[src/rtl/sync_ram_req_ctrl.sv]
// sync_ram_req_ctrl: valid/ready request front-end for a 16x16 synchronous RAM with a backpressured read response channel.
// Define RAM_CTRL_CLEAR_EN to zero the whole RAM in a sweep after every reset.
module sync_ram_req_ctrl #(
    parameter int DW = 16,
    parameter int AW = 4
) (
    input  logic          clk,
    input  logic          rst,
    input  logic          req_valid,
    output logic          req_ready,
    input  logic          req_we,
    input  logic [AW-1:0] req_addr,
    input  logic [DW-1:0] req_wdata,
    output logic          rsp_valid,
    input  logic          rsp_ready,
    output logic [DW-1:0] rsp_rdata,
    output logic          ram_we,
    output logic          ram_re,
    output logic [AW-1:0] ram_addr,
    output logic [DW-1:0] ram_din,
    input  logic [DW-1:0] ram_dout,
    output logic          busy
);

    localparam logic [1:0] IDLE    = 2'd0;
    localparam logic [1:0] RD_WAIT = 2'd1;
    localparam logic [1:0] RSP     = 2'd2;
`ifdef RAM_CTRL_CLEAR_EN
    localparam int         DEPTH       = 2 ** AW;
    localparam logic [1:0] CLEAR       = 2'd3;
    localparam logic [1:0] RESET_STATE = CLEAR;
`else
    localparam logic [1:0] RESET_STATE = IDLE;
`endif

    logic [1:0]    state_q, state_d;
    logic          rsp_valid_q, rsp_valid_d;
    logic [DW-1:0] rsp_rdata_q, rsp_rdata_d;
    logic          accept;
`ifdef RAM_CTRL_CLEAR_EN
    logic [AW-1:0] clr_cnt_q, clr_cnt_d;
`endif

    assign req_ready = (state_q == IDLE);
    assign busy      = (state_q != IDLE);
    assign accept    = req_valid & req_ready;
    assign rsp_valid = rsp_valid_q;
    assign rsp_rdata = rsp_rdata_q;

    always_comb begin
        state_d     = state_q;
        rsp_valid_d = rsp_valid_q;
        rsp_rdata_d = rsp_rdata_q;
        ram_we      = 1'b0;
        ram_re      = 1'b0;
        ram_addr    = '0;
        ram_din     = '0;
`ifdef RAM_CTRL_CLEAR_EN
        clr_cnt_d   = clr_cnt_q;
`endif
        case (state_q)
            IDLE: begin
                ram_we   = accept & req_we;
                ram_re   = accept & ~req_we;
                ram_addr = req_addr;
                ram_din  = req_wdata;
                if (accept && !req_we) begin
                    state_d = RD_WAIT;
                end
            end
            // The RAM presents its registered read word during this cycle.
            RD_WAIT: begin
                rsp_rdata_d = ram_dout;
                rsp_valid_d = 1'b1;
                state_d     = RSP;
            end
            RSP: begin
                if (rsp_valid_q && rsp_ready) begin
                    rsp_valid_d = 1'b0;
                    state_d     = IDLE;
                end
            end
`ifdef RAM_CTRL_CLEAR_EN
            CLEAR: begin
                ram_we    = 1'b1;
                ram_addr  = clr_cnt_q;
                clr_cnt_d = clr_cnt_q + 1'b1;
                if (clr_cnt_q == AW'(DEPTH - 1)) begin
                    state_d = IDLE;
                end
            end
`endif
            default: begin
                state_d = RESET_STATE;
            end
        endcase
    end

    always_ff @(posedge clk) begin
        if (rst) begin
            state_q     <= RESET_STATE;
            rsp_valid_q <= 1'b0;
            rsp_rdata_q <= '0;
`ifdef RAM_CTRL_CLEAR_EN
            clr_cnt_q   <= '0;
`endif
        end else begin
            state_q     <= state_d;
            rsp_valid_q <= rsp_valid_d;
            rsp_rdata_q <= rsp_rdata_d;
`ifdef RAM_CTRL_CLEAR_EN
            clr_cnt_q   <= clr_cnt_d;
`endif
        end
    end

endmodule

[config.mk]
export PLATFORM = sky130hd
export DESIGN_NAME = sync_ram_req_ctrl
export DESIGN_NICKNAME = d
export VERILOG_FILES = /design/src/rtl/sync_ram_req_ctrl.sv
export SDC_FILE = /design/constraint.sdc
export NUM_CORES = 1
export LEC_CHECK = 0
export CAP_MARGIN = 20
export CORE_UTILIZATION = 31
export DETAILED_ROUTE_END_ITERATION = 12
export PLACE_DENSITY = 0.84
export SLEW_MARGIN = 20
export SYNTH_ARGS = -nofsm -noshare
export SYNTH_HDL_FRONTEND = slang
export SYNTH_SLANG_ARGS = --single-unit
[constraint.sdc]
create_clock -name clk -period 3.1 [get_ports clk]
set_clock_uncertainty 0.05 [all_clocks]
set_input_delay 0.62 -clock clk [delete_from_list [all_inputs] [get_ports clk]]
set_output_delay 0.62 -clock clk [all_outputs]
set_load 0.02 [all_outputs]
==> results.cfg <==
[route]
postRouteAntennaNets = 0
vias = 974
routed_wl_mm = 2.67
drt_iter0_markers = 13
post_drt_wl_per_cell_um = 12.2
vias_per_cell = 4.47
first_pass_iters = 4
drc = 0

[final_layout]
finalInstanceArea_um2 = 1660
n_fill_cell = 202
drive_above_1_share_pct = 2.66
final_common_cell = clkdlybuf4s50_1
final_cell_mix = clkdlybuf4s50_1 (81), nand2_1 (34), and2_1 (20)
diodes = 0
area_growth_syn_to_layout_pct = 99.7
final_nets = 230

[global_route]
grtUsageTotal_pct = 19.1
grt_overflow_total = 0
grt_max_degree = 25
grt_pass1_wl_mm = 4.03
grt_pass1_vias = 940
antenna_found_initial = 0

[clock_network]
hold_buffers = 0
cts.clk_slew.worst_paths_ns = 0.11
insertion_delay_ns = 0.29
cts_tree = done
cts_buffers = 3
cts_setup_buffers = 0
ctsResizeCount = 0
clockBufferDepth = 2
root_buffer = clkbuf_4
clock-sinks = 19
htreeDepth = 1

[floorplan]
rows = 18
die_width_um = 53.8
die_area_um2 = 2900
core_um2 = 2500
die_h_um = 53.8
initial_core_util_pct = 33.3
ioPinCount = 82

[sta]
max_freq_ghz = 0.393
setup_violations = 0
tightest_slew_ns = 1.01
drv_slew = 0
rsz0062_at_grt = no
final.setup.tns_ns = 0
final.period_utilization_pct = 82.0
finalHoldViolCount = 0
relSlewSlack_pct = 32.3
fin_crit_ns = 2.54
worst_slack_ns = 0.557

[setup_path]
crit_fanout = 3
worstSetupStartpoint = req_we
startpoint_type = input port
crit_required_ns = 2.43
criticalPathCategory = input port to primary output
critPathCaptureType = primary output
rr_startpoint = state_q[0]
arrival_ns = 1.87

[yosys]
synth_area_um2 = 833
ys_types = 18
ys_ff_latch = 19
synth_fp_nets = 151
ys_seq_area_share_pct = 45.6
netlist_instances = 110
avgSynthCellArea_um2 = 7.58
yosysWarnings = 0

[worst_hold_path]
hp-class = flip-flop to flip-flop
hp-start = rsp_rdata[8]

[pwr]
p_per_area_nw_per_um2 = 350
p_leak_nw = 0.609
ir_drop_mv = 0.187

[placed_design]
portBuffers = 81
gp_congestion = 0.713
dpl.hpwl_mm = 2.16
place_area_um2 = 1640
post-place-ws_ns = 0.551

[outcome]
outcome = complete, no violations

[run]
maxCapViolCount = 0
==> registers in the layout, summed over array words and instances (netlist names) <==
register	count
rsp_rdata	16
rsp_valid	1
state_q	2
==> stage by stage <==
stage	total power [mW]	hold slack, ns	utilization [%]	instances
3_3_place_gp	0.468	0.392	65.5	214
4_1_cts	0.589	0.417	66.6	218
5_1_grt	0.613	0.438	66.6	218
6_report	0.583	0.412	66.6	218
2_1_floorplan	0.351	0.424	-	110
3_5_place_dp	0.472	0.403	65.5	214
==> cell usage after synthesis <==
master	number	area, µm²
and3_1	1	6.26
nand2b_1	1	6.26
buf_2	1	5.00
o21ai_0	1	5.00
dfxtp_1	19	380
nor2b_1	1	6.26
clkbuf_1	1	3.75
nand3b_1	1	7.51
clkbuf_2	2	10.0
inv_1	2	7.51
and2_1	20	125
nor2_1	3	11.3
buf_6	1	11.3
a21oi_1	17	85.1
nor3_1	1	5.00
nand2_1	34	128
a211oi_1	1	7.51
buf_4	3	22.5
==> power by group <==
part,total (mW),switching (mW),internal [mW]
logic,0.208,0.0904,0.117
clock network,0.117,0.0692,0.0478
registers,0.258,0.00539,0.253
==> final timing paths <==
path	slack, ns	cells past startpoint	to
worst min register to register	0.41	2	rsp_rdata[8]
worst min-delay path	0.41	2	rsp_rdata[8]
worst max register to register	1.45	3	rsp_rdata[15]
worst max-delay path	0.56	3	ram_we
==> cells by family (layout without fill, tap and decap cells) <==
group	count (synthesis)	after routing	share of synthesized area, %
AND/OR/NAND/NOR	62	62	35.4
flip-flops	19	19	45.6
AO/OA/AOI/OAI	19	19	11.7
buffers and inverters	10	88	7.21
==> worst max-delay path, cell delays in order <==
cell	delay [ns]
clkdlybuf4s50_1	0.50
and3_1	0.15
clkdlybuf4s50_1	0.60
==> area by class of cell <==
class	count	area, µm²	share of cell area, %
repair buffers	82	818	49.2
multi-input cells	81	393	23.6
flip-flops and latches	19	380	22.9
well taps	30	37.5	2.26
clock buffers	3	22.5	1.35
inverters	2	7.51	0.451
clock inverters	1	5.00	0.301
==> routing by layer <==
metal	vias up	track usage (%)	routed length [µm]
met5	-	0	0
met4	0	2.63	0
met3	0	7.06	290
met2	50	35.4	1320
met1	423	20.8	1060
li1	501	-	-
No activity file was read; power rests on OpenSTA's default activity.
